### src/rtl/fetch_unit.sv
// Fetch stage: owns the program counter, drives the instruction cache pointer and
// hands each usable cache word, with its address, to decode over valid/ready.
module fetch_unit #(
    parameter int                   ADDR_BITS   = 16,
    parameter int                   INSTR_BITS  = 32,
    parameter int                   INSTR_BYTES = 4,
    parameter logic [ADDR_BITS-1:0] RESET_ADDR  = '0
) (
    input  logic                  i_clk,
    input  logic                  i_rst,
    output logic [ADDR_BITS-1:0]  o_instr_ptr,
    input  logic                  i_cache_valid,
    input  logic [INSTR_BITS-1:0] i_cache_instr,
    output logic                  o_out_valid,
    input  logic                  i_out_ready,
    output logic [INSTR_BITS-1:0] o_out_instr,
    output logic [ADDR_BITS-1:0]  o_out_addr,
    input  logic                  i_redirect_en,
    input  logic [ADDR_BITS-1:0]  i_redirect_addr
);

    typedef enum logic [1:0] {
        S_RESYNC,
        S_GUARD,
        S_WAIT
    } state_t;

    state_t                r_state;
    state_t                w_stateNext;
    logic [ADDR_BITS-1:0]  r_instrPtr;
    logic [ADDR_BITS-1:0]  w_instrPtrNext;
    logic                  r_pending;
    logic                  w_pendingNext;
    logic [ADDR_BITS-1:0]  r_pendingAddr;
    logic [ADDR_BITS-1:0]  w_pendingAddrNext;
    logic                  r_outValid;
    logic                  w_outValidNext;
    logic [INSTR_BITS-1:0] r_outInstr;
    logic [INSTR_BITS-1:0] w_outInstrNext;
    logic [ADDR_BITS-1:0]  r_outAddr;
    logic [ADDR_BITS-1:0]  w_outAddrNext;

    logic                  w_slotFree;
    logic                  w_wordUsable;
    logic [ADDR_BITS-1:0]  w_target;

    // Targets are word aligned; the low address bits are simply masked off.
    assign w_target     = i_redirect_addr & ~ADDR_BITS'(3);
    assign w_slotFree   = !r_outValid || i_out_ready;
    assign w_wordUsable = (r_state == S_WAIT) && i_cache_valid;

    always_ff @(posedge i_clk) begin
        if (i_rst) begin
            r_state <= S_RESYNC;
        end else begin
            r_state <= w_stateNext;
        end
    end

    always_ff @(posedge i_clk) begin
        if (i_rst) begin
            r_instrPtr    <= RESET_ADDR;
            r_pending     <= 1'b0;
            r_pendingAddr <= '0;
            r_outValid    <= 1'b0;
            r_outInstr    <= '0;
            r_outAddr     <= '0;
        end else begin
            r_instrPtr    <= w_instrPtrNext;
            r_pending     <= w_pendingNext;
            r_pendingAddr <= w_pendingAddrNext;
            r_outValid    <= w_outValidNext;
            r_outInstr    <= w_outInstrNext;
            r_outAddr     <= w_outAddrNext;
        end
    end

    always_comb begin
        w_stateNext       = r_state;
        w_instrPtrNext    = r_instrPtr;
        w_pendingNext     = r_pending;
        w_pendingAddrNext = r_pendingAddr;
        w_outValidNext    = r_outValid && !i_out_ready;
        w_outInstrNext    = r_outInstr;
        w_outAddrNext     = r_outAddr;

        case (r_state)
            S_RESYNC: begin
                if (i_cache_valid) begin
                    w_stateNext = S_GUARD;
                end
            end
            S_GUARD: begin
                w_stateNext = S_WAIT;
            end
            S_WAIT: begin
                // A redirect or a pending redirect steals the word instead of emitting it.
                if (i_cache_valid) begin
                    if (i_redirect_en) begin
                        w_instrPtrNext = w_target;
                        w_pendingNext  = 1'b0;
                        w_stateNext    = S_GUARD;
                    end else if (r_pending) begin
                        w_instrPtrNext = r_pendingAddr;
                        w_pendingNext  = 1'b0;
                        w_stateNext    = S_GUARD;
                    end else if (w_slotFree) begin
                        w_outValidNext = 1'b1;
                        w_outInstrNext = i_cache_instr;
                        w_outAddrNext  = r_instrPtr;
                        w_instrPtrNext = r_instrPtr + ADDR_BITS'(INSTR_BYTES);
                        w_stateNext    = S_GUARD;
                    end
                end
            end
            default: begin
                w_stateNext = S_RESYNC;
            end
        endcase

        if (i_redirect_en) begin
            w_outValidNext = 1'b0;
            if (!w_wordUsable) begin
                w_pendingNext     = 1'b1;
                w_pendingAddrNext = w_target;
            end
        end
    end

    assign o_instr_ptr = r_instrPtr;
    assign o_out_valid = r_outValid;
    assign o_out_instr = r_outInstr;
    assign o_out_addr  = r_outAddr;

endmodule

### config.mk
export PLATFORM = sky130hd
export DESIGN_NAME = fetch_unit
export DESIGN_NICKNAME = d
export VERILOG_FILES = /design/src/rtl/fetch_unit.sv
export SDC_FILE = /design/constraint.sdc
export NUM_CORES = 1
export LEC_CHECK = 0
export ABC_AREA = 1
export BUFFER_PORTS_ARGS = -buffer_cell sky130_fd_sc_hd__buf_2
export CORE_UTILIZATION = 40
export CTS_CLUSTER_SIZE = 8
export DETAILED_ROUTE_END_ITERATION = 12
export GPL_TIMING_DRIVEN = 1
export HOLD_SLACK_MARGIN = 0.12
export PLACE_DENSITY = 0.65
export REMOVE_ABC_BUFFERS = 1
export SLEW_MARGIN = 20
export SYNTH_ARGS = -nofsm -noshare
export SYNTH_HDL_FRONTEND = slang
export SYNTH_SLANG_ARGS = --single-unit
### constraint.sdc
create_clock -name i_clk -period 1.9 [get_ports i_clk]
set_input_delay 0.285 -clock i_clk [delete_from_list [all_inputs] [get_ports i_clk]]
set_output_delay 0.285 -clock i_clk [all_outputs]
set_load 0.05 [all_outputs]
# After elaboration in Yosys (flattened, before gate mapping)
# Cells that the tools add are included.
classes:
  addsub: 1
  n_eq_ne: 5
  muxes: 17
  n_bitwise: 3
  reduce_logical: 12
op_table:
  columns: ["operator", "count"]
  rows:
  - ["2-to-1 mux 16 bit", 3]
  - ["adder 16 x 3 -> 16 bit, second input constant", 1]
  - ["2-to-1 mux 2 bit", 5]
  - ["2-to-1 mux 1 bit", 8]
  - ["case mux 2 bit (3 select lines)", 1]
  - ["AND reduction 3 bit", 2]
  - ["AND reduction 5 bit", 1]
  - ["inequality test 2 bit, second input constant", 2]
  - ["inequality test 4 bit, second input constant", 1]
  - ["NOT 1 bit", 3]
  - ["nonzero test 3 bit", 1]
  - ["== test 2 x 1 -> 1 bit, second input constant", 1]
  - ["== test 2 bit, second input constant", 1]
  - ["logical AND 1 bit", 2]
  - ["logical NOT 1 bit", 2]
  - ["logical NOT 2 bit", 1]
  - ["AND reduction 2 bit", 1]
  - ["OR reduction 2 bit", 1]
  - ["logical OR 1 bit", 1]
word_totals:
  register_bits: 82
  inputBits: 53
  out_inout_bits: 65
  elab_cells: 45

# Longest topological paths before layout
# Gate-level depths: netlist of the first run.
logic_depth:
  word_depth: 7
  depth_mapped: 9
  ltp_nobuf: 9

# Worst setup path after synthesis of the first run
# No wires, ideal clock.
synth_path:
  path_type: "reg2reg"
  start: "register r_instrPtr[2], in the netlist o_instr_ptr[2]"
  end: "register r_instrPtr[10], in the netlist o_instr_ptr[10]"
  arrival_ns: 1.623
  required_time_ns: 1.765
  slack_ns: 0.141
  path_stages_with_launch: 10
  period_less_slack_ns: 1.759
  cell_sequence: "dfxtp_1 -> ha_1 -> nand2_1 -> nor2_1 -> nand2_1 -> xor2_1 -> nand2_1 -> nand2_1 -> nand2_1 -> a21oi_1"
synth_between:
  elab_chain_len: 4
synth_rtl:
  columns: ["element", "line", "text"]
  rows:
  - ["from (decl)", "30", "logic [ADDR_BITS-1:0] r_instrPtr;"]
  - ["from (signal assigned)", "69", "r_instrPtr <= w_instrPtrNext;"]
  - ["adder 16 x 3 -> 16 bit", "111", "w_instrPtrNext = r_instrPtr + ADDR_BITS'(INSTR_BYTES);"]
  - ["2-to-1 mux 16 bit", "107", "end else if (w_slotFree) begin"]
  - ["2-to-1 mux 16 bit", "103", "end else if (r_pending) begin"]
  - ["2-to-1 mux 16 bit", "99", "if (i_redirect_en) begin"]
# Every way passes these cells. The select of a mux whose other input is x is not followed.
# A chain may end at the register's enable or synchronous reset.

# Final worst setup path of the first run
# Same ends and word-level chain as after synthesis.

==> metrics.txt, run 1 <==
# TYPE chip_impl_metric gauge
chip_impl_info{name="outcome",value="complete, no violations"} 1
chip_impl_metric{name="track_usage",unit="%"} 19.9
chip_impl_metric{name="internal_power",unit="mW"} 2.58
chip_impl_metric{name="dp_hpwl",unit="microns"} 5860
chip_impl_metric{name="area_of_combinational_cells_with_multiple_inputs",unit="sq um"} 1530
chip_impl_metric{name="cts-buffers-inserted",unit=""} 9
chip_impl_metric{name="setup_viol_count_final",unit=""} 0
chip_impl_metric{name="fmaxAchievable",unit="MHz"} 631
chip_impl_metric{name="die_height",unit="microns"} 93.9
chip_impl_metric{name="timing.final.crit_period",unit="ns"} 1.58
chip_impl_metric{name="ff2ff_path_depth",unit=""} 9
chip_impl_metric{name="synth.ff_latch_count",unit=""} 78
chip_impl_metric{name="post_cts_hold_buffer_count",unit=""} 0
chip_impl_metric{name="design.die.area",unit="sq um"} 8820
chip_impl_metric{name="total_power",unit="mW"} 3.47
chip_impl_metric{name="cts-htree-levels",unit=""} 3
chip_impl_metric{name="clock_sinks",unit=""} 78
chip_impl_metric{name="skew",unit="ns"} 0.00592
chip_impl_info{name="critical_path.startpoint_type",value="flip-flop"} 1
chip_impl_metric{name="wl_per_cell",unit="microns"} 12.6
chip_impl_metric{name="drtIter0Drc",unit=""} 125
chip_impl_metric{name="sequential_cell_area",unit="sq um"} 1560
chip_impl_metric{name="p_clk_share",unit="%"} 39.5
chip_impl_info{name="rsz_0062_raised_after_global_routing",value="no"} 1
chip_impl_metric{name="worst_ep_required_time",unit="ns"} 2.18
chip_impl_metric{name="power.net_switching",unit="mW"} 0.897
chip_impl_metric{name="filler_cell_count",unit=""} 825
chip_impl_metric{name="finalHoldViolCount",unit=""} 0
chip_impl_metric{name="synth_edf_count",unit=""} 0
chip_impl_metric{name="cellLeakagePower",unit="nW"} 1.89
chip_impl_metric{name="first_pass_grt_wire_length",unit="microns"} 13700
chip_impl_metric{name="drv.max_cap_violation_count",unit=""} 0
chip_impl_metric{name="seqPwrFrac",unit="%"} 49.5
chip_impl_metric{name="route.antenna.remaining_nets",unit=""} 0
chip_impl_metric{name="power.share.switching",unit="%"} 25.8
chip_impl_metric{name="fraction_of_power_consumed_by_combinational_cells",unit="%"} 11.0
chip_impl_metric{name="synthesis.area_per_instance",unit="sq um"} 7.44
chip_impl_metric{name="start_util",unit="%"} 41.3
chip_impl_metric{name="grt_max_degree",unit=""} 55
chip_impl_info{name="clockRootBuffer",value="clkbuf_8"} 1
chip_impl_metric{name="num_vias",unit=""} 3270
chip_impl_metric{name="drcViolationCount",unit=""} 0
chip_impl_metric{name="path_clk_slew",unit="ns"} 0.08
chip_impl_metric{name="post-cts-setup-buffers",unit=""} 0
chip_impl_metric{name="routed_via_density",unit=""} 4.92
chip_impl_metric{name="areaGrowthSynthToFinish",unit="%"} 23.9
chip_impl_info{name="crit_type",value="flip-flop to flip-flop"} 1
chip_impl_metric{name="setup_total_negative_slack",unit="ns"} 0
chip_impl_metric{name="distinct_cell_type_count_of_the_synthesized_netlist",unit=""} 31
chip_impl_metric{name="synth-seq-area-share",unit="%"} 46.2
chip_impl_metric{name="initial_antenna_violation_count",unit=""} 0
chip_impl_metric{name="grtUsageMet1",unit="%"} 24.0
chip_impl_info{name="gr-max-usage-layer",value="met2"} 1
chip_impl_metric{name="final_layout_size_suffix_gt1_share",unit="%"} 28.2
chip_impl_metric{name="die_width",unit="microns"} 93.9
chip_impl_metric{name="gr-usage-met2",unit="%"} 33.0
chip_impl_metric{name="antenna_cells",unit=""} 0
chip_impl_metric{name="syn_area",unit="sq um"} 3380
chip_impl_metric{name="timing.hold.worst_path_depth",unit=""} 3
chip_impl_metric{name="timing.final.max_slew_violations",unit=""} 0
chip_impl_metric{name="path_max_fanout",unit=""} 7
chip_impl_metric{name="post_cts.resized_instances",unit=""} 0
chip_impl_metric{name="routed_wl",unit="microns"} 8390
chip_impl_metric{name="pwr_density_cell",unit="nW/um^2"} 830
chip_impl_metric{name="port_buffers",unit=""} 111
chip_impl_metric{name="clk-insertion-delay-late",unit="ns"} 0.35
chip_impl_metric{name="async_flop_share",unit="%"} 0
chip_impl_metric{name="num_rows",unit=""} 33
chip_impl_info{name="min_path_type",value="primary input to flip-flop"} 1
chip_impl_metric{name="via_count_of_the_first_global_routing_pass",unit=""} 3009
chip_impl_metric{name="period_share",unit="%"} 83.4
chip_impl_info{name="synthFlopType",value="dfxtp_1"} 1
chip_impl_metric{name="yosysWarningCount",unit=""} 0
chip_impl_metric{name="io_pins",unit=""} 118
chip_impl_metric{name="place.gp.congestion",unit=""} 0.800
chip_impl_metric{name="floorplan.core_area",unit="sq um"} 8180
chip_impl_metric{name="max-clock-path-buffers",unit=""} 2
chip_impl_metric{name="worst_ir_drop_on_vdd",unit="uV"} 426
chip_impl_metric{name="grt_ovf",unit=""} 0
chip_impl_info{name="tritoncts_clock_tree",value="built"} 1
chip_impl_metric{name="number_of_optimization_iterations_in_the_first_detailed_route_pass",unit=""} 4
chip_impl_metric{name="use_met3",unit="%"} 5.83
chip_impl_metric{name="syn_inst",unit=""} 454
chip_impl_metric{name="cp_data_arrival_time",unit="ns"} 1.87
chip_impl_info{name="setup.worst_path.end_class",value="flip-flop"} 1
chip_impl_metric{name="finalNetCount",unit=""} 609
[metal layers]
layer  share of wire (%)  routed length [microns]  up-vias
met1                  45                     3800     1463
li1                    -                        -     1674
met4                 1.5                      125        0
met2                  45                     3740      121
met3                 8.6                      723       12
met5                   0                        0        -
[power by group through the flow]
stage               combinational, mW  clock [mW]  sequential, mW
floorplan                       0.160           0            1.83
global placement                0.380           0            1.76
detailed placement              0.382           0            1.76
CTS                             0.384        1.41            1.72
global route                    0.424        1.50            1.73
finish                          0.381        1.37            1.72
[path summary, 6_finish.rpt]
check	from	endpoint	slack, ns
worst max-delay path	o_instr_ptr[2]	o_instr_ptr[10]	0.32
worst min-delay path	i_cache_instr[22]	o_out_instr[22]	0.18
worst max register to register	o_instr_ptr[2]	o_instr_ptr[10]	0.32
worst min register to register	r_pendingAddr[6]	r_pendingAddr[6]	0.45
[Yosys cell counts (2+ instances only)]
master | number | share of area, %
buf_4 | 5 | 1.1
nand4_1 | 3 | 0.56
inv_4 | 2 | 0.37
inv_2 | 2 | 0.22
a21oi_2 | 6 | 1.6
nand3_1 | 10 | 1.5
o21ai_1 | 6 | 0.89
nor3_1 | 3 | 0.44
buf_6 | 6 | 2.0
dfxtp_1 | 78 | 46
clkbuf_1 | 12 | 1.3
nand2_4 | 2 | 0.67
nor2_2 | 6 | 1.1
nand2_2 | 3 | 0.56
nand2_1 | 56 | 6.2
buf_2 | 6 | 0.89
a211oi_1 | 3 | 0.67
xor2_1 | 4 | 1.0
a21oi_1 | 48 | 7.1
o211ai_1 | 4 | 0.89
inv_1 | 26 | 2.9
nor2_1 | 95 | 11
o21ai_0 | 60 | 8.9
[sequential cells by signal, indices dropped and copies added, names as in the netlist]
register       flops
r_state            2
o_out_instr       32
r_pending          1
r_pendingAddr     14
o_out_valid        1
o_out_addr        14
o_instr_ptr       14
[stage by stage]
stage	util, %	cells	setup WS [ns]	instance area (sq um)	hold slack, ns
2_1_floorplan	-	427	0.154	3210	0.347
6_report	51.2	665	0.315	4190	0.180
3_3_place_gp	48.5	649	0.336	3960	0.438
3_5_place_dp	48.5	649	0.322	3960	0.447
4_1_cts	51.2	665	0.298	4190	0.174
5_1_grt	51.2	665	0.162	4190	0.185
[logic make-up (layout without fill, tap and decap cells)]
logic type                 after synthesis  in the layout  share of synthesized area, %
and+or+nand+nor                        181            181                          22.7
DFF                                     78             78                          46.2
AOI/OAI and AO/OA                      128            128                          20.3
other                                    1              4                         0.111
buffers and inverters                   60            163                          8.93
adders and majority gates                1              1                         0.370
xor gates and xnor gates                 5              5                          1.30
[worst max-delay path, cell delays in order (launching register included)]
cell and delay (ns):
dfxtp_1 0.45, ha_1 0.26, nand2_1 0.07, nor2_1 0.22, nand2_1 0.10, xor2_1 0.15
nand2_1 0.07, nand2_1 0.06, nand2_1 0.04, a21oi_1 0.11
[cell usage in the layout (no fill, tap or decap)]
cell type   synthesis  final
nand2_1            56     56
a21oi_2             6      6
nand4_1             3      3
clkbuf_8            0     10
buf_12              0      2
nor2_2              6      6
o21ai_0            60     60
clkinv_2            0      2
nand3_2             1      1
o211ai_1            4      4
nor2_4              1      1
nor2_1             95     95
dfxtp_1            78     78
inv_1              26     26
xnor2_1             1      1
ha_1                1      1
nand2_2             3      3
xor2_1              4      4
buf_4               5      4
clkinvlp_4          0      2
buf_2               6    111
bufinv_16           0      2
nand2_4             2      2
o21ai_1             6      6
nand3_4             1      1
inv_2               2      2
a211oi_1            3      3
conb_1              1      4
nor3_1              3      3
a21oi_1            48     48
inv_4               2      2
nand3_1            10     10
o21bai_2            1      1
[cell type report]
type,count,share of cell area (%)
Clock buffer,10,3.29
Clock inverter,6,2.03
Inverter,30,2.81
Multi-Input combinational cell,319,36.5
Sequential cell,78,37.3
Tap cell,105,3.14
Timing Repair Buffer,117,14.9
Power figures use the tool's default switching activity.
==> run 2: changes to the inputs <==
--- a/config.mk
+++ b/config.mk
@@ -12,7 +12,7 @@
 export DETAILED_ROUTE_END_ITERATION = 12
 export GPL_TIMING_DRIVEN = 1
 export HOLD_SLACK_MARGIN = 0.12
-export PLACE_DENSITY = 0.65
+export PLACE_DENSITY = 0.68
 export REMOVE_ABC_BUFFERS = 1
 export SLEW_MARGIN = 20
 export SYNTH_ARGS = -nofsm -noshare
==> constraint.sdc (replaced) <==
create_clock -name i_clk -period 1.31 [get_ports i_clk]
set_input_delay 0.1965 -clock i_clk [delete_from_list [all_inputs] [get_ports i_clk]]
set_output_delay 0.1965 -clock i_clk [all_outputs]
set_load 0.05 [all_outputs]
==> metrics.txt, run 2 (synthesized netlist as in run 1, its figures left out) <==
# TYPE chip_impl_metric gauge
chip_impl_info{name="outcome",value="finished with violations"} 1
chip_impl_info{name="violations",value="setup timing"} 1
chip_impl_info{name="min_path_type",value="primary input to flip-flop"} 1
chip_impl_metric{name="power.share.switching",unit="%"} 24.9
chip_impl_metric{name="period_share",unit="%"} 102
chip_impl_metric{name="drcViolationCount",unit=""} 0
chip_impl_info{name="critical_path.cell_chain",value="inv_2 -> nor2_4 -> inv_2 -> nand3_4 -> clkinv_8 -> buf_12 -> buf_12 -> nor2_1 -> nor2_1"} 1
chip_impl_metric{name="internal_power",unit="mW"} 4.22
chip_impl_info{name="critical_path.slowest_cell",value="dfxtp_2"} 1
chip_impl_metric{name="path_clk_slew",unit="ns"} 0.08
chip_impl_metric{name="floorplan.core_area",unit="sq um"} 8180
chip_impl_metric{name="final_layout_size_suffix_gt1_share",unit="%"} 37.6
chip_impl_metric{name="finalHoldViolCount",unit=""} 0
chip_impl_metric{name="areaGrowthSynthToFinish",unit="%"} 55.9
chip_impl_info{name="cpLargestDelayFamily",value="buffers and inverters"} 1
chip_impl_metric{name="dp_hpwl",unit="microns"} 5990
chip_impl_metric{name="grt_max_degree",unit=""} 62
chip_impl_metric{name="wl_per_cell",unit="microns"} 13.2
chip_impl_metric{name="filler_cell_count",unit=""} 711
chip_impl_info{name="commonest_cells_after_routing_fill_and_taps_aside",value="buf_2 (100), nor2_1 (88), dfxtp_1 (64)"} 1
chip_impl_metric{name="r2r_setup_slack",unit="ns"} -0.02
chip_impl_metric{name="design_area",unit="sq um"} 5270
chip_impl_metric{name="crit_buf_inv",unit=""} 5
chip_impl_metric{name="area_of_combinational_cells_with_multiple_inputs",unit="sq um"} 1660
chip_impl_metric{name="grt_ovf",unit=""} 0
chip_impl_metric{name="die_width",unit="microns"} 93.9
chip_impl_metric{name="max-clock-path-buffers",unit=""} 2
chip_impl_metric{name="max_stage_delay",unit="ns"} 0.34
chip_impl_metric{name="timing.final.max_slew_violations",unit=""} 0
chip_impl_metric{name="routed_via_density",unit=""} 4.88
chip_impl_info{name="r2r-start",value="o_out_valid"} 1
chip_impl_metric{name="drtIter0Drc",unit=""} 117
chip_impl_info{name="hold_start",value="i_cache_valid"} 1
chip_impl_metric{name="cts-buffers-inserted",unit=""} 9
chip_impl_info{name="clockRootBuffer",value="clkbuf_8"} 1
chip_impl_metric{name="timing.final.crit_period",unit="ns"} 1.33
chip_impl_metric{name="die_height",unit="microns"} 93.9
chip_impl_metric{name="fraction_of_power_consumed_by_combinational_cells",unit="%"} 13.8
chip_impl_metric{name="pwr_density_cell",unit="nW/um^2"} 1070
chip_impl_metric{name="skew",unit="ns"} 0.00786
chip_impl_metric{name="cts-htree-levels",unit=""} 3
chip_impl_metric{name="track_usage",unit="%"} 21.3
chip_impl_info{name="capturing_point_of_the_worst_reg2reg_path",value="o_out_instr[15]"} 1
chip_impl_info{name="setup.worst_path.end_class",value="flip-flop"} 1
chip_impl_metric{name="place.gp.congestion",unit=""} 0.928
chip_impl_metric{name="route.antenna.remaining_nets",unit=""} 0
chip_impl_metric{name="placed_cell_area",unit="sq um"} 4190
chip_impl_metric{name="via_count_of_the_first_global_routing_pass",unit=""} 3235
chip_impl_metric{name="setup_total_negative_slack",unit="ns"} -0.0683
chip_impl_metric{name="sequential_cell_area",unit="sq um"} 1580
chip_impl_metric{name="initial_antenna_violation_count",unit=""} 0
chip_impl_metric{name="clock_sinks",unit=""} 78
chip_impl_info{name="tritoncts_clock_tree",value="built"} 1
chip_impl_metric{name="setup_viol_count_final",unit=""} 5
chip_impl_metric{name="setup_slack",unit="ns"} -0.0214
chip_impl_metric{name="port_buffers",unit=""} 111
chip_impl_metric{name="start_util",unit="%"} 41.3
chip_impl_metric{name="num_rows",unit=""} 33
chip_impl_info{name="most_common_library_cell_in_the_layout_ignoring_fill_and_taps",value="buf_2"} 1
chip_impl_info{name="crit_type",value="flip-flop to flip-flop"} 1
chip_impl_metric{name="cellLeakagePower",unit="nW"} 2.36
chip_impl_metric{name="p_clk_share",unit="%"} 42.0
chip_impl_metric{name="worst_ep_required_time",unit="ns"} 1.55
chip_impl_metric{name="number_of_optimization_iterations_in_the_first_detailed_route_pass",unit=""} 6
chip_impl_metric{name="antenna_cells",unit=""} 0
chip_impl_metric{name="hold_slack",unit="ns"} 0.134
chip_impl_metric{name="drv.max_cap_violation_count",unit=""} 0
chip_impl_info{name="capturing_instance_or_port_of_the_critical_path",value="o_out_instr[15]"} 1
chip_impl_metric{name="first_pass_grt_wire_length",unit="microns"} 14700
chip_impl_metric{name="num_vias",unit=""} 3630
chip_impl_metric{name="fmaxAchievable",unit="MHz"} 751
chip_impl_metric{name="flip_flop_count_of_the_largest_register_all_copies_and_words_added",unit=""} 32
chip_impl_metric{name="seqPwrFrac",unit="%"} 44.3
chip_impl_metric{name="power.net_switching",unit="mW"} 1.40
chip_impl_metric{name="routed_wl",unit="microns"} 9840
chip_impl_metric{name="timing.critical_path.depth",unit=""} 9
chip_impl_metric{name="cp_data_arrival_time",unit="ns"} 1.57
chip_impl_metric{name="finalNetCount",unit=""} 689
chip_impl_metric{name="io_pins",unit=""} 118
chip_impl_metric{name="worst_ir_drop_on_vdd",unit="uV"} 701
chip_impl_metric{name="ff2ff_path_depth",unit=""} 9
chip_impl_metric{name="clk-insertion-delay-late",unit="ns"} 0.35
chip_impl_metric{name="design.die.area",unit="sq um"} 8820
chip_impl_metric{name="path_max_fanout",unit=""} 9
chip_impl_info{name="cp-startpoint",value="o_out_valid"} 1
chip_impl_info{name="rsz_0062_raised_after_global_routing",value="yes"} 1
chip_impl_info{name="critical_path.startpoint_type",value="flip-flop"} 1
run 2: layout make-up:
cell class / instances / area share [%]
Timing Repair Buffer: 197 / 28.5
Sequential cell: 78 / 30.1
Clock inverter: 6 / 2.54
Inverter: 30 / 2.59
Tap cell: 105 / 2.50
Clock buffer: 9 / 2.35
Multi-Input combinational cell: 319 / 31.5
run 2: power by group through the flow:
stage,sequential (mW),combinational (mW),clock [mW]
after floorplan,2.66,0.233,0
after global placement,2.53,0.598,0
after detailed placement,2.54,0.603,0
after CTS,2.48,0.727,2.40
after global routing,2.50,0.837,2.51
final,2.49,0.773,2.36
run 2: through the flow:
stage / std cells / worst slack [ns] / total power [mW] / util (%)
finish: 744 / -0.0214 / 5.62 / 64.4
global route: 744 / -0.0943 / 5.84 / 64.4
CTS: 735 / -0.0200 / 5.61 / 60.8
detailed placement: 674 / -0.107 / 3.14 / 51.2
global placement: 674 / -0.0686 / 3.13 / 51.2
floorplan: 427 / -0.436 / 2.89 / -
run 2: what timing repair did:
item / 4_1_cts / 5_1_grt
cloned: 0 / 2
gates resized for setup: 32 / 85
hold buffers: 41 / 0
buffers inserted: 5 / 8
hold endpoints to repair: 41 / 0
setup endpoints to repair: 62 / 78
pin swaps: 1 / 12
run 2: how the worst min path moves through the flow:
| stage | to | slack, ns | cells after the start |
|---|---|---|---|
| CTS | r_pendingAddr[3] | 0.12 | 3 |
| finish | r_state[0] | 0.13 | 3 |
| floorplan | o_instr_ptr[7] | 0.26 | 1 |
| global placement | r_pendingAddr[4] | 0.44 | 2 |
| detailed placement | r_pendingAddr[6] | 0.45 | 2 |
| global route | r_pendingAddr[3] | 0.15 | 3 |
run 2: layer usage:
layer	global-route usage (%)	vias up	wire length, microns	part of all wire (%)
met5	0	-	0	0
met4	8.33	0	123	1.3
met3	4.29	13	596	6.1
met2	37.7	122	4740	48
met1	25.1	1652	4380	45
li1	-	1843	-	-
run 2: worst min-delay path, stage by stage:
cell and delay, ns:
buf_2 0.11, o21ai_0 0.09, nor3_1 0.05
==> run 3: changes to the inputs <==
--- a/config.mk
+++ b/config.mk
@@ -12,7 +12,7 @@
 export DETAILED_ROUTE_END_ITERATION = 12
 export GPL_TIMING_DRIVEN = 1
 export HOLD_SLACK_MARGIN = 0.12
-export PLACE_DENSITY = 0.68
+export PLACE_DENSITY = 0.81
 export REMOVE_ABC_BUFFERS = 1
 export SLEW_MARGIN = 20
 export SYNTH_ARGS = -nofsm -noshare
==> metrics.txt, run 3 (synthesized netlist as in run 1, its figures left out) <==
# TYPE chip_impl_metric gauge
chip_impl_metric{name="power.net_switching",unit="mW"} 1.46
chip_impl_info{name="clockRootBuffer",value="clkbuf_8"} 1
chip_impl_metric{name="finalHoldViolCount",unit=""} 0
chip_impl_metric{name="filler_cell_count",unit=""} 676
chip_impl_metric{name="die_width",unit="microns"} 93.9
chip_impl_metric{name="finalNonFillerCells",unit=""} 747
chip_impl_metric{name="drv.max_cap_violation_count",unit=""} 0
chip_impl_metric{name="final_layout_size_suffix_gt1_share",unit="%"} 36.6
chip_impl_metric{name="initial_antenna_violation_count",unit=""} 0
chip_impl_info{name="hold-path-endpoint",value="r_pendingAddr[13]"} 1
chip_impl_metric{name="port_buffers",unit=""} 111
chip_impl_metric{name="dp_worst_setup_slack",unit="ns"} -0.127
chip_impl_info{name="capturing_point_of_the_worst_reg2reg_path",value="o_out_instr[3]"} 1
chip_impl_info{name="most_common_library_cell_in_the_layout_ignoring_fill_and_taps",value="buf_2"} 1
chip_impl_metric{name="cts-buffers-inserted",unit=""} 9
chip_impl_metric{name="placed_cell_area",unit="sq um"} 4180
chip_impl_metric{name="routed_via_density",unit=""} 5.00
chip_impl_metric{name="areaGrowthSynthToFinish",unit="%"} 54.6
chip_impl_metric{name="finalNetCount",unit=""} 691
chip_impl_info{name="tritoncts_clock_tree",value="built"} 1
chip_impl_metric{name="fmaxAchievable",unit="MHz"} 717
chip_impl_info{name="critical_path.slowest_cell",value="dfxtp_2"} 1
chip_impl_metric{name="ff2ff_path_depth",unit=""} 8
chip_impl_info{name="cpLargestDelayFamily",value="simple AND/OR/NAND/NOR gates"} 1
chip_impl_info{name="critical_path.cell_chain",value="inv_2 -> nor2_4 -> nand2_2 -> inv_4 -> nand3_4 -> buf_12 -> o21ai_0 -> nor2_1"} 1
chip_impl_info{name="violations",value="setup timing"} 1
chip_impl_metric{name="timing.hold.worst_path_depth",unit=""} 3
chip_impl_metric{name="timing.final.crit_period",unit="ns"} 1.39
chip_impl_metric{name="drcViolationCount",unit=""} 0
chip_impl_metric{name="postLayoutCoreUtil",unit="%"} 63.9
chip_impl_metric{name="worst_ep_required_time",unit="ns"} 1.56
chip_impl_metric{name="route.antenna.remaining_nets",unit=""} 0
chip_impl_metric{name="cp_data_arrival_time",unit="ns"} 1.64
chip_impl_metric{name="pwr_density_cell",unit="nW/um^2"} 944
chip_impl_metric{name="fraction_of_power_consumed_by_combinational_cells",unit="%"} 16.2
chip_impl_info{name="critical_path.startpoint_type",value="flip-flop"} 1
chip_impl_metric{name="wl_per_cell",unit="microns"} 14.4
chip_impl_metric{name="track_usage",unit="%"} 23.3
chip_impl_metric{name="setup_total_negative_slack",unit="ns"} -0.376
chip_impl_metric{name="antenna_cells",unit=""} 0
chip_impl_metric{name="grt_max_degree",unit=""} 62
chip_impl_info{name="setup.worst_path.end_class",value="flip-flop"} 1
chip_impl_metric{name="num_vias",unit=""} 3734
chip_impl_metric{name="timing.final.max_slew_violations",unit=""} 0
chip_impl_metric{name="total_power",unit="mW"} 4.93
chip_impl_metric{name="cellLeakagePower",unit="nW"} 2.29
chip_impl_metric{name="number_of_optimization_iterations_in_the_first_detailed_route_pass",unit=""} 4
chip_impl_metric{name="flip_flop_count_of_the_largest_register_all_copies_and_words_added",unit=""} 32
chip_impl_info{name="r2r-start",value="r_state[1]"} 1
chip_impl_info{name="crit_type",value="flip-flop to flip-flop"} 1
chip_impl_info{name="hold_start",value="i_redirect_addr[13]"} 1
chip_impl_metric{name="num_rows",unit=""} 33
chip_impl_metric{name="grt_ovf",unit=""} 0
chip_impl_info{name="commonest_cells_after_routing_fill_and_taps_aside",value="buf_2 (98), nor2_1 (90), dfxtp_1 (69)"} 1
chip_impl_metric{name="start_util",unit="%"} 41.3
chip_impl_metric{name="post-place-cells",unit=""} 675
chip_impl_metric{name="setup_slack",unit="ns"} -0.0845
chip_impl_metric{name="design_area",unit="sq um"} 5220
chip_impl_metric{name="drtIter0Drc",unit=""} 217
chip_impl_metric{name="routed_wl",unit="microns"} 10800
chip_impl_metric{name="io_pins",unit=""} 118
chip_impl_metric{name="p_clk_share",unit="%"} 33.3
chip_impl_metric{name="clk-insertion-delay-late",unit="ns"} 0.35
chip_impl_info{name="outcome",value="finished with violations"} 1
chip_impl_metric{name="seqPwrFrac",unit="%"} 50.4
chip_impl_metric{name="cts-htree-levels",unit=""} 3
chip_impl_metric{name="path_clk_slew",unit="ns"} 0.09
chip_impl_metric{name="via_count_of_the_first_global_routing_pass",unit=""} 3519
chip_impl_metric{name="die_height",unit="microns"} 93.9
chip_impl_metric{name="place.gp.congestion",unit=""} 0.879
chip_impl_metric{name="dp_hpwl",unit="microns"} 6160
chip_impl_metric{name="skew",unit="ns"} 0.0132
chip_impl_metric{name="max_stage_delay",unit="ns"} 0.33
chip_impl_metric{name="setup_viol_count_final",unit=""} 22
chip_impl_metric{name="crit_buf_inv",unit=""} 3
chip_impl_metric{name="first_pass_grt_wire_length",unit="microns"} 16000
chip_impl_metric{name="design.die.area",unit="sq um"} 8820
chip_impl_metric{name="path_max_fanout",unit=""} 40
chip_impl_metric{name="hold_slack",unit="ns"} 0.147
chip_impl_metric{name="r2r_setup_slack",unit="ns"} -0.08
chip_impl_metric{name="internal_power",unit="mW"} 3.47
chip_impl_info{name="rsz_0062_raised_after_global_routing",value="yes"} 1
chip_impl_metric{name="worst_ir_drop_on_vdd",unit="uV"} 442
chip_impl_metric{name="floorplan.core_area",unit="sq um"} 8180
chip_impl_metric{name="max-clock-path-buffers",unit=""} 2
chip_impl_metric{name="clock_sinks",unit=""} 78
chip_impl_metric{name="period_share",unit="%"} 106
chip_impl_info{name="min_path_type",value="primary input to flip-flop"} 1
chip_impl_metric{name="power.share.switching",unit="%"} 29.6
## run 3: worst max path at each step
| stage | start | to | slack, ns | depth (start not counted) |
|---|---|---|---|---|
| 4_1_cts | o_instr_ptr[2] | o_instr_ptr[10] | -0.05 | 9 |
| 5_1_grt | o_instr_ptr[2] | o_instr_ptr[12] | -0.14 | 9 |
| 3_3_place_gp | o_instr_ptr[2] | o_instr_ptr[10] | -0.06 | 9 |
| 6_report | r_state[1] | o_out_instr[3] | -0.08 | 8 |
| 3_5_place_dp | o_instr_ptr[2] | o_instr_ptr[10] | -0.13 | 9 |
| 2_1_floorplan | o_instr_ptr[2] | o_instr_ptr[10] | -0.44 | 9 |
## run 3: tightest hold or removal path: stages
cell and delay, ns:
buf_2 0.09, o21ai_0 0.08, a21oi_1 0.10
## run 3: repair_timing
item	4_1_cts	5_1_grt
cloned	2	2
endpoints found under the setup margin	62	70
setup buffers	5	5
hold endpoints to repair	42	0
hold buffers	42	0
pin swaps	9	18
gates resized for setup	60	56
## run 3: layer usage
metal / vias up / GRT usage, % / wire length, microns
met2: 152 / 41.3 / 5280
met3: 20 / 3.96 / 742
met1: 1719 / 27.5 / 4550
li1: 1843 / - / -
met4: 0 / 9.87 / 211
met5: - / 0 / 0
## run 3: area by class of cell
class	count	area, sq um	share of cell area [%]
Clock buffer	10	128	2.44
Clock inverter	6	47.5	0.910
Inverter	30	141	2.71
Multi-Input combinational cell	320	1690	32.4
Sequential cell	78	1580	30.2
Tap cell	105	131	2.52
Timing Repair Buffer	197	1500	28.7
Timing Repair inverter	1	7.51	0.144
## run 3: power by group through the flow
stage,clock network (mW),logic [mW],registers [mW]
after detailed placement,0,0.603,2.54
final,1.64,0.799,2.49
after global routing,1.78,0.860,2.49
after CTS,1.67,0.734,2.48
after floorplan,0,0.233,2.66
after global placement,0,0.591,2.53
